File: src/rtl/register_pkg.sv
// Shared definitions for the register bank and the core control unit:
// write-operation encodings and their width.
package register_pkg;

    localparam int OP_W = 2;

    typedef enum logic [OP_W-1:0] {
        OP_LOAD = 2'b00,
        OP_INC  = 2'b01,
        OP_DEC  = 2'b10,
        OP_CLR  = 2'b11
    } op_e;

    // True for the operations that step a register and can therefore wrap.
    function automatic logic is_step_op(input op_e op_in);
        return (op_in == OP_INC) || (op_in == OP_DEC);
    endfunction

endpackage

File: src/rtl/register_next_value.sv
// Combinational next-value generator for one register: applies the selected
// write operation to the current value and reports whether a step wrapped.
module register_next_value
    import register_pkg::*;
#(
    parameter int WIDTH = 12
) (
    input  logic [OP_W-1:0]  op,
    input  logic [WIDTH-1:0] cur_value,
    input  logic [WIDTH-1:0] data_in,
    output logic [WIDTH-1:0] next_value,
    output logic             wrap
);

    localparam logic [WIDTH-1:0] ZERO_W = {WIDTH{1'b0}};
    localparam logic [WIDTH-1:0] ONE_W  = {{(WIDTH-1){1'b0}}, 1'b1};
    localparam logic [WIDTH-1:0] ONES_W = {WIDTH{1'b1}};

    op_e op_s;
    logic edge_value_s;

    // Decode the operation and compute the post-op value plus wrap condition.
    always_comb begin
        op_s         = op_e'(op);
        next_value   = cur_value;
        edge_value_s = 1'b0;
        case (op_s)
            OP_LOAD: begin
                next_value   = data_in;
                edge_value_s = 1'b0;
            end
            OP_INC: begin
                next_value   = cur_value + ONE_W;
                edge_value_s = (cur_value == ONES_W);
            end
            OP_DEC: begin
                next_value   = cur_value - ONE_W;
                edge_value_s = (cur_value == ZERO_W);
            end
            OP_CLR: begin
                // Clear goes to zero, deliberately not to the reset value.
                next_value   = ZERO_W;
                edge_value_s = 1'b0;
            end
            default: begin
                next_value   = cur_value;
                edge_value_s = 1'b0;
            end
        endcase
        wrap = is_step_op(op_s) && edge_value_s;
    end

endmodule

File: src/rtl/register_bank.sv
// Bank of DEPTH working registers behind a single write port (load, increment,
// decrement, clear) with two registered read ports. A read that hits the
// register being written this cycle returns the post-op value. Out-of-range
// addresses drop the write / read zero and raise a one-cycle addrErr pulse.
module register_bank
    import register_pkg::*;
#(
    parameter int               WIDTH       = 12,
    parameter int               DEPTH       = 8,
    parameter logic [WIDTH-1:0] RESET_VALUE = {WIDTH{1'b0}},
    localparam int              ADDR_W      = $clog2(DEPTH)
) (
    input  logic              clock,
    input  logic              rst,
    input  logic              writeEn,
    input  logic [OP_W-1:0]   op,
    input  logic [ADDR_W-1:0] writeAddr,
    input  logic [WIDTH-1:0]  dataIn,
    input  logic [ADDR_W-1:0] readAddrA,
    input  logic [ADDR_W-1:0] readAddrB,
    output logic [WIDTH-1:0]  dataOutA,
    output logic [WIDTH-1:0]  dataOutB,
    output logic              wrapFlag,
    output logic              addrErr
);

    localparam logic [ADDR_W:0]  DEPTH_L = (ADDR_W + 1)'(DEPTH);
    localparam logic [WIDTH-1:0] ZERO_W  = {WIDTH{1'b0}};

    // An address is usable only below DEPTH; DEPTH need not be a power of two.
    function automatic logic addr_ok(input logic [ADDR_W-1:0] addr);
        return ({1'b0, addr} < DEPTH_L);
    endfunction

    logic [WIDTH-1:0] regs_r [0:DEPTH-1];

    logic             wr_valid_s;
    logic             rd_a_valid_s;
    logic             rd_b_valid_s;
    logic [WIDTH-1:0] cur_value_s;
    logic [WIDTH-1:0] stored_a_s;
    logic [WIDTH-1:0] stored_b_s;
    logic [WIDTH-1:0] next_value_s;
    logic             wrap_s;
    logic [WIDTH-1:0] rd_a_data_s;
    logic [WIDTH-1:0] rd_b_data_s;
    logic             err_s;

    // Address qualification for the write port and both read ports.
    always_comb begin
        wr_valid_s   = writeEn && addr_ok(writeAddr);
        rd_a_valid_s = addr_ok(readAddrA);
        rd_b_valid_s = addr_ok(readAddrB);
    end

    // Select the addressed registers without indexing past the array end.
    always_comb begin
        cur_value_s = ZERO_W;
        stored_a_s  = ZERO_W;
        stored_b_s  = ZERO_W;
        for (int i = 0; i < DEPTH; i++) begin
            cur_value_s = (writeAddr == ADDR_W'(i)) ? regs_r[i] : cur_value_s;
            stored_a_s  = (readAddrA == ADDR_W'(i)) ? regs_r[i] : stored_a_s;
            stored_b_s  = (readAddrB == ADDR_W'(i)) ? regs_r[i] : stored_b_s;
        end
    end

    register_next_value #(
        .WIDTH (WIDTH)
    ) u_next_value (
        .op         (op),
        .cur_value  (cur_value_s),
        .data_in    (dataIn),
        .next_value (next_value_s),
        .wrap       (wrap_s)
    );

    // Read data for the next edge: zero if out of range, forwarded if the
    // same register is being written now, otherwise the stored value.
    always_comb begin
        if (!rd_a_valid_s) begin
            rd_a_data_s = ZERO_W;
        end else if (wr_valid_s && (readAddrA == writeAddr)) begin
            rd_a_data_s = next_value_s;
        end else begin
            rd_a_data_s = stored_a_s;
        end

        if (!rd_b_valid_s) begin
            rd_b_data_s = ZERO_W;
        end else if (wr_valid_s && (readAddrB == writeAddr)) begin
            rd_b_data_s = next_value_s;
        end else begin
            rd_b_data_s = stored_b_s;
        end

        err_s = (writeEn && !addr_ok(writeAddr)) || !rd_a_valid_s || !rd_b_valid_s;
    end

    // Register storage: only the validly addressed register takes the op.
    always_ff @(posedge clock or negedge rst) begin
        if (!rst) begin
            for (int i = 0; i < DEPTH; i++) begin
                regs_r[i] <= RESET_VALUE;
            end
        end else begin
            for (int i = 0; i < DEPTH; i++) begin
                if (wr_valid_s && (writeAddr == ADDR_W'(i))) begin
                    regs_r[i] <= next_value_s;
                end else begin
                    regs_r[i] <= regs_r[i];
                end
            end
        end
    end

    // Registered read data and status pulses; pulses last one cycle because
    // they are recomputed from scratch every edge.
    always_ff @(posedge clock or negedge rst) begin
        if (!rst) begin
            dataOutA <= RESET_VALUE;
            dataOutB <= RESET_VALUE;
            wrapFlag <= 1'b0;
            addrErr  <= 1'b0;
        end else begin
            dataOutA <= rd_a_data_s;
            dataOutB <= rd_b_data_s;
            wrapFlag <= wr_valid_s && wrap_s;
            addrErr  <= err_s;
        end
    end

endmodule

File: config.mk
export PLATFORM = sky130hd
export DESIGN_NAME = register_bank
export DESIGN_NICKNAME = d
export VERILOG_FILES = /design/src/rtl/register_pkg.sv /design/src/rtl/register_next_value.sv /design/src/rtl/register_bank.sv
export SDC_FILE = /design/constraint.sdc
export NUM_CORES = 1
export LEC_CHECK = 0
export CELL_PAD_IN_SITES_DETAIL_PLACEMENT = 1
export CELL_PAD_IN_SITES_GLOBAL_PLACEMENT = 2
export CORE_MARGIN = 4
export CORE_UTILIZATION = 42
export DETAILED_ROUTE_END_ITERATION = 7
export GPL_TIMING_DRIVEN = 0
export PLACE_DENSITY_LB_ADDON = 0.1
export SETUP_SLACK_MARGIN = 0.5
export SLEW_MARGIN = 40
export SYNTH_ARGS = -nofsm -noshare
export SYNTH_HDL_FRONTEND = slang
export SYNTH_SLANG_ARGS = --single-unit
File: constraint.sdc
create_clock -name clock -period 6 [get_ports clock]
set_input_delay 0.9 -clock clock [delete_from_list [all_inputs] [get_ports clock]]
set_output_delay 0.9 -clock clock [all_outputs]
set_load 0.1 [all_outputs]
[Word level (Yosys, flattened, before mapping)]
Cells that the tools add are included.
Operators by class
  add/subtract/negate cells: 2
  eq/ne operators: 27
  muxes and demuxes: 28
  reductions and logical operators: 19
Operators with widths (count)
  two-way mux 12 bit: 26
  one-hot mux 12 bit (4 select lines): 1
  == test 3 bit, second input constant: 12
  == test 3 x 2 -> 1 bit, second input constant: 6
  adder 12 x 1 -> 12 bit, second input constant: 1
  == test 12 bit, second input constant: 1
  logical AND 1 bit: 12
  zero test 12 bit: 1
  subtractor 12 x 1 -> 12 bit, second input constant: 1
  == test 3 x 1 -> 1 bit, second input constant: 3
  zero test 3 bit: 3
  == test 3 bit: 2
  == test 2 bit, second input constant: 2
  one-hot mux 1 bit (3 select lines): 1
  == test 2 x 1 -> 1 bit, second input constant: 1
  zero test 2 bit: 1
  OR reduction 2 bit: 1
  logical OR 1 bit: 1
Word-level totals
  flip-flop bits (word level): 121
  output and inout port bits: 26
  logic and storage cells: 87

[Longest topological paths before layout]
  word-level depth: 13
  gate-level depth with buffers: 16
  gate-level depth less buffers: 11

[By module]
Synthesis repeated with hierarchy kept, for this count alone.
Second synthesis, totals
  cell total of the unflattened synthesis: 764
  area total of the unflattened synthesis: 8354.3 sq um
By module, submodules not included
  register_bank: times used 1, cells an instance 606, area each 7312.0 sq um
  register_next_value: times used 1, cells an instance 158, area each 1042.2 sq um

[Worst setup path after synthesis]
Ideal clock, no wire load.
  kind: input to register
  from: input port writeAddr[1]
  to: register regs_r[44] in the netlist's numbering
  setup time: 142 ps
  data arrival time: 3794 ps
  required time: 5858 ps
  setup slack: 2065 ps
  stages: 16
  cell sequence: buf_6 buf_8 buf_6 buf_6 mux2i_1 o22ai_1 o22ai_1 inv_1 ha_1 a21o_1 a21o_1 a211o_1 a2111oi_0 a31o_2 buf_2 o31ai_1
Between the ends
  longest elaborated chain between the ends: 11
RTL lines
  start, declared: RTL line register_bank.sv:17  | input logic [ADDR_W-1:0] writeAddr,
  zero test 3 bit: RTL line register_bank.sv:62  | cur_value_s = (writeAddr == ADDR_W'(i)) ? regs_r[i] : cur_value_s;
  two-way mux 12 bit (8 in a row): RTL line register_bank.sv:62
  subtractor 12 x 1 -> 12 bit or adder 12 x 1 -> 12 bit (tied branches): RTL line register_next_value.sv:37, register_next_value.sv:33
  one-hot mux 12 bit (4 select lines): RTL line register_next_value.sv:27  | case (op_s)
  end signal, assigned by index: RTL line register_bank.sv:109  | regs_r[i] <= next_value_s;
  end signal, assigned by index: RTL line register_bank.sv:111  | regs_r[i] <= regs_r[i];
  end, declared: RTL line register_bank.sv:35  | logic [WIDTH-1:0] regs_r [0:DEPTH-1];
Parallel ways exist; a longest one is shown, timed or not.
A chain may end at the register's enable or synchronous reset.

[Worst setup path after layout]
  from: input port writeAddr[1]
  to: register regs_r[94] in the netlist's numbering
Between the ends
  longest elaborated chain between the ends: 11
RTL lines (RTL line)
  zero test 3 bit: register_bank.sv:62, register_bank.sv:108
  two-way mux 12 bit (8 in a row): register_bank.sv:62
  subtractor 12 x 1 -> 12 bit or adder 12 x 1 -> 12 bit (tied branches): register_next_value.sv:37, register_next_value.sv:33
  one-hot mux 12 bit (4 select lines): register_next_value.sv:27
Parallel ways exist; a longest one is shown, timed or not.

==> impl_metrics.yaml <==
outcome:
  status: "finished clean"
run:
  drv_cap: 0
yosys:
  ys.flop_type: "dfrtp_1"
  synthTopCellsByArea: "dfrtp_1 36%, mux4_2 9.2%, mux2i_1 6.9%, nand2_1 4.8%, o21ai_0 4.8%"
  synth_warnings: 0
  synth_edf_count: 0
  ys_ff_latch: 121
  synth_top_area_frac: 0.3642
  synth_cell_types: 76
  syn_inst: 885
  yosysSeqAreaShare: 0.3642
  synth_top_cell_by_area: "dfrtp_1"
  syn_nets: 925
  syn_avg_cell_area_sq_um: 9.393
  async_flop_share: 1.000
  synth_area_sq_mm: 0.008313
detailed_routing:
  drt_iter0_markers: 1095
  vias: 8246
  drc_errors: 0
  viasPerCell: 6.682
  wl_per_cell_um: 28.69
  routed_wl_mm: 35.41
  drtPass1Iterations: 5
  ant_nets: 0
grt:
  grt_pass1_wl_mm: 53.45
  antenna_found_initial: 0
  track_usage: 0.3232
  grt_overflow: 0
  grt_max_degree: 49
  grt_pass1_vias: 8565
final_layout:
  diodes: 0
  drive_gt1_frac: 0.1651
  design_area_sq_mm: 0.009721
  syn2layout_area_growth_pct: 16.93
  fin_nets: 996
  finalNonFillerCells: 1234
timing:
  relSlewSlack: 0.3588
  fin_crit_sh: 0.8964
  setup_ws_ns: 0.6214
  fin_crit_ns: 5.379
  finalSetupViolations: 0
  finalHoldViolations: 0
  totalNegativeSetupSlack_ns: 0
  fmax_mhz: 185.9
  rsz0062_at_grt: "no"
  drv_slew: 0
  worst_pin_slew_ns: 0.9618
  clock_skew_ns: 0.01220
min_path:
  hp-class: "in -> async"
placed_design:
  finalWeightedCongestion: 0.9673
  dp_cells: 1200
  place.port_buffers: 47
  pre_cts_slack_ns: 0.06308
  post-dp-hpwl_mm: 24.96
  place_area_sq_mm: 0.009069
power:
  peakVddDrop_mv: 0.1839
  design_power_total_mw: 3.702
  powerDensity_mw_per_mm2: 380.8
  p_leak_nw: 4.141
cts:
  cts_root_buf: "clkbuf_16"
  cts_tree: "done"
  cts_sinks: 121
  cts_buffers: 17
  clk_pin_slew_ns: 0.06
  clk_path_buf_depth: 2
  worstSkewPairLatency_ns: 0.43
  htree_levels: 4
  post_cts_buffers: 0
setup_path:
  cp.required_ns: 6.27
  crit_path_start_kind: "input port"
  end_kind: "flip-flop"
  criticalPathCategory: "in -> reg"
  reg2reg_depth: 11
  cp.arrival_ns: 5.65
  crit_path_max_fanout: 10
floorplan:
  start_util: 0.4271
  die_h_um: 148.7
  fp.dieW_um: 148.7
  core_area_sq_mm: 0.01946
  io_pins: 52
  rows: 51
  dieArea_sq_mm: 0.02211
-- final timing paths --
path / slack, ns / startpoint / to
worst max-delay path: 0.62 / writeAddr[1] / regs_r[94]
worst min-delay path: 0.33 / rst / dataOutB[3]
worst max register to register: 2.09 / regs_r[48] / regs_r[94]
worst min register to register: 0.54 / regs_r[18] / regs_r[18]
max in group asynchronous: 4.86 / rst / regs_r[59]
min in group clock: 0.54 / regs_r[18] / regs_r[18]
-- per-layer routing --
layer / vias up / routed length [um] / track usage
li1: 3455 / - / -
met1: 4223 / 14660 / 0.4346
met2: 459 / 16490 / 0.5122
met3: 109 / 2620 / 0.05728
met4: 0 / 1634 / 0.1450
met5: - / 0 / 0
-- cell families after synthesis --
group,Yosys count,synth area share
muxes,103,0.1770
buffers and inverters,90,0.04952
DFF,121,0.3642
AOI/OAI and AO/OA,284,0.2258
adders and majority gates,14,0.02198
and+or+nand+nor,262,0.1505
xor gates and xnor gates,10,0.01054
other,1,0.0004511
-- registers in the layout, indices dropped and copies added (netlist names) --
signal / count
dataOutB: 12
dataOutA: 12
wrapFlag: 1
regs_r: 96
-- cell type report --
| class | instances | area, sq um |
|---|---|---|
| buffer | 67 | 332.8 |
| clock buffer | 17 | 425.4 |
| clock inverter | 15 | 191.4 |
| fill | 2241 | 9742 |
| inverter | 23 | 86.33 |
| multi-input combinational | 674 | 4905 |
| sequential | 121 | 3028 |
| tap | 265 | 331.6 |
| timing repair buffer | 52 | 420.4 |
-- synth_stat cells (6+ instances only) --
library cell / n
dfrtp_1: 121
nand2_1: 107
o21ai_0: 79
a21oi_1: 64
mux2i_1: 57
nor2_1: 46
clkbuf_1: 41
mux4_2: 34
nor2b_1: 24
inv_1: 23
nand3_1: 20
o22ai_1: 20
o31ai_1: 19
a211oi_1: 15
buf_2: 14
a22oi_1: 13
ha_1: 13
a31oi_1: 12
mux2_2: 12
nand2b_1: 10
nor3_1: 8
xnor2_1: 8
nand3b_1: 7
o211ai_1: 7
and2_1: 6
nand4_1: 6
nor4_1: 6
-- through the flow --
stage | utilization | hold WS (ns)
finish | 0.4995 | 0.3302
global route | 0.4995 | 0.3459
CTS | 0.4979 | 0.3276
detailed placement | 0.4660 | 0.5214
global placement | 0.4683 | 0.4974
floorplan | - | 0.4762
-- critical path: stages --
cell and delay, ns:
clkdlybuf4s50_1 0.65, buf_6 0.23, buf_8 0.18, buf_6 0.19, buf_6 0.21, mux2i_1 0.21, o22ai_1 0.10, o22ai_1 0.53
inv_1 0.12, ha_1 0.41, a21o_1 0.22, a21o_1 0.23, a211oi_1 0.51, nor2_1 0.12, o221ai_1 0.66, a21oi_1 0.15
-- repair_timing --
| item | CTS | global route |
|---|---|---|
| resized for setup | 1 | 1 |
| hold buffers | 0 | 0 |
| setup endpoints to repair | 4 | 14 |
-- power by group --
group	internal, mW	switching [mW]
Combinational	0.443	0.925
Sequential	1.02	0.217
Clock	0.664	0.435
Total	2.12	1.58
-- cell usage in the layout, fill, tap and decap left out, types with 13 or more instances in the layout --
master,instances
a211oi_1,14
a21oi_1,63
a22oi_1,13
buf_2,44
clkbuf_1,37
clkbuf_16,17
clkdlybuf4s50_1,21
dfrtp_1,121
ha_1,13
inv_1,23
mux2i_1,57
mux4_2,34
nand2_1,107
nand3_1,20
nor2_1,46
nor2b_1,24
o21ai_0,79
o22ai_1,20
o31ai_1,19
Power figures use the tool's default switching activity.
==> edit: new RTL, same flow settings <==
`DEPTH`: 8 -> 16.
--- a/src/rtl/register_bank.sv
+++ b/src/rtl/register_bank.sv
@@ -6,7 +6,7 @@
     import register_pkg::*;
 #(
     parameter int               WIDTH       = 12,
-    parameter int               DEPTH       = 8,
+    parameter int               DEPTH       = 16,
     parameter logic [WIDTH-1:0] RESET_VALUE = {WIDTH{1'b0}},
     localparam int              ADDR_W      = $clog2(DEPTH)
 ) (
Ports: changed (resized readAddrA, readAddrB and writeAddr); port bits go from 52 to 55. The function was not compared with the original's and may differ.
==> edit against the original RTL <==
- clock power grew 55%
- global-route usage grew 9.9 points
- hold slack lost 0.12 ns
- area after synthesis grew 75%
- wire length grew 130%
- power grew 72%
- setup slack lost 0.070 ns
- sequential cell count grew 96
- sequential share of layout area grew 1.3 points
- design area grew 72%
- via count grew 93%
- critical path type unchanged
- largest cell class unchanged
==> edit: results (changes against the original RTL) <==
crit path DAT 5.87 ns (was 5.65 ns); filler instances 3936 (was 2241); FMAX 0.184 GHz (was 0.186 GHz); share of layout cells above drive strength 1 16.2% (was 16.5%); P per Cell Area 380 nW/um^2 (was 381 nW/um^2); R2R Path End regs_r[10] (was regs_r[94]); mux contribution to synthesized area 14.1% (was 17.7%); Worst path max stage delay 0.71 ns (was 0.66 ns); status complete, no violations (unchanged); Resized cells post-CTS 24 (was 1); via count 15952 (was 8246); sequential element share of the synthesized area 37.4% (was 36.4%); Compound-Gate Fraction of Synth Area 25.7% (was 22.6%); largest net degree at the start of global routing 78 (was 49); Yosys cell types 90 (was 76); Area after DPL 15700 sq um (was 9070 sq um); Syn Inst Count 1654 (was 885); Detailed Place HPWL 61.3 mm (was 25.0 mm); dpl cells 2162 (was 1200); H-tree depth 1 (was 4); Global Route Usage Sum 42.3% (was 32.3%); Post-Synth XOR/XNOR Area 0.836% (was 1.05%); Clock Skews 0.0277 ns (was 0.0122 ns); Synth top cells by count 259 x a21oi_1, 238 x nor2_1, 217 x dfrtp_1, 113 x nand2_1, 107 x o21ai_0 (was 121 x dfrtp_1, 107 x nand2_1, 79 x o21ai_0, 64 x a21oi_1, 57 x mux2i_1); gp weighted congestion 1.06 (was 0.967); Clk power 1.71 mW (was 1.10 mW); DR iter-0 viols 2064 (was 1095); maximum VDD drop 0.247 mV (was 0.184 mV); IO Port Bufs 49 (was 47); Slew headroom 32.8% (was 35.9%); Pre-antenna DRT Iters 8 (was 5); hold_ws 0.208 ns (was 0.330 ns); first-pass GRT wire length 117 mm (was 53.4 mm); end point of the critical path regs_r[10] (was regs_r[94]); Post-layout nets 1790 (was 996); RR Startpoint regs_r[60] (was regs_r[48]); Reg2Reg Depth 16 (was 11); setup bufs post-CTS 3 (was 0); P_leak 6.83 nW (was 4.14 nW); CP max stage cell a22oi_1 (was o221ai_1); CP Launch Point writeAddr[3] (was writeAddr[1]); Adder-Cell Fraction of Synth Area 1.26% (was 2.20%); Reg2Reg Setup Slack 1.59 ns (was 2.09 ns)
edit: changes by cell type after synthesis, sizes merged, moves of 30 or more:
cell,change
clkbuf,+51
mux2,+43
o21ai,+30
nor2,+191
dfrtp,+96
a21oi,+197
edit: final cells by class:
cell class	instances	share of cell area (%)
clock inverters	8	0.883
multi-input cells	1264	50.4
clock buffers	35	4.46
repair buffers	65	3.33
inverters	26	0.584
well taps	448	3.35
diodes	2	0.0299
flip-flops and latches	217	32.5
plain buffers	147	4.46
edit: routing by layer:
layer | vias to the layer above | part of all wire [%] | GRT usage, % | wire length [um]
met3 | 376 | 12 | 11.7 | 9760
met4 | 4 | 7.5 | 24.7 | 6190
li1 | 6278 | - | - | -
met2 | 1202 | 43 | 63.9 | 35200
met5 | - | 0.033 | 0 | 27
met1 | 8092 | 38 | 54.5 | 31000
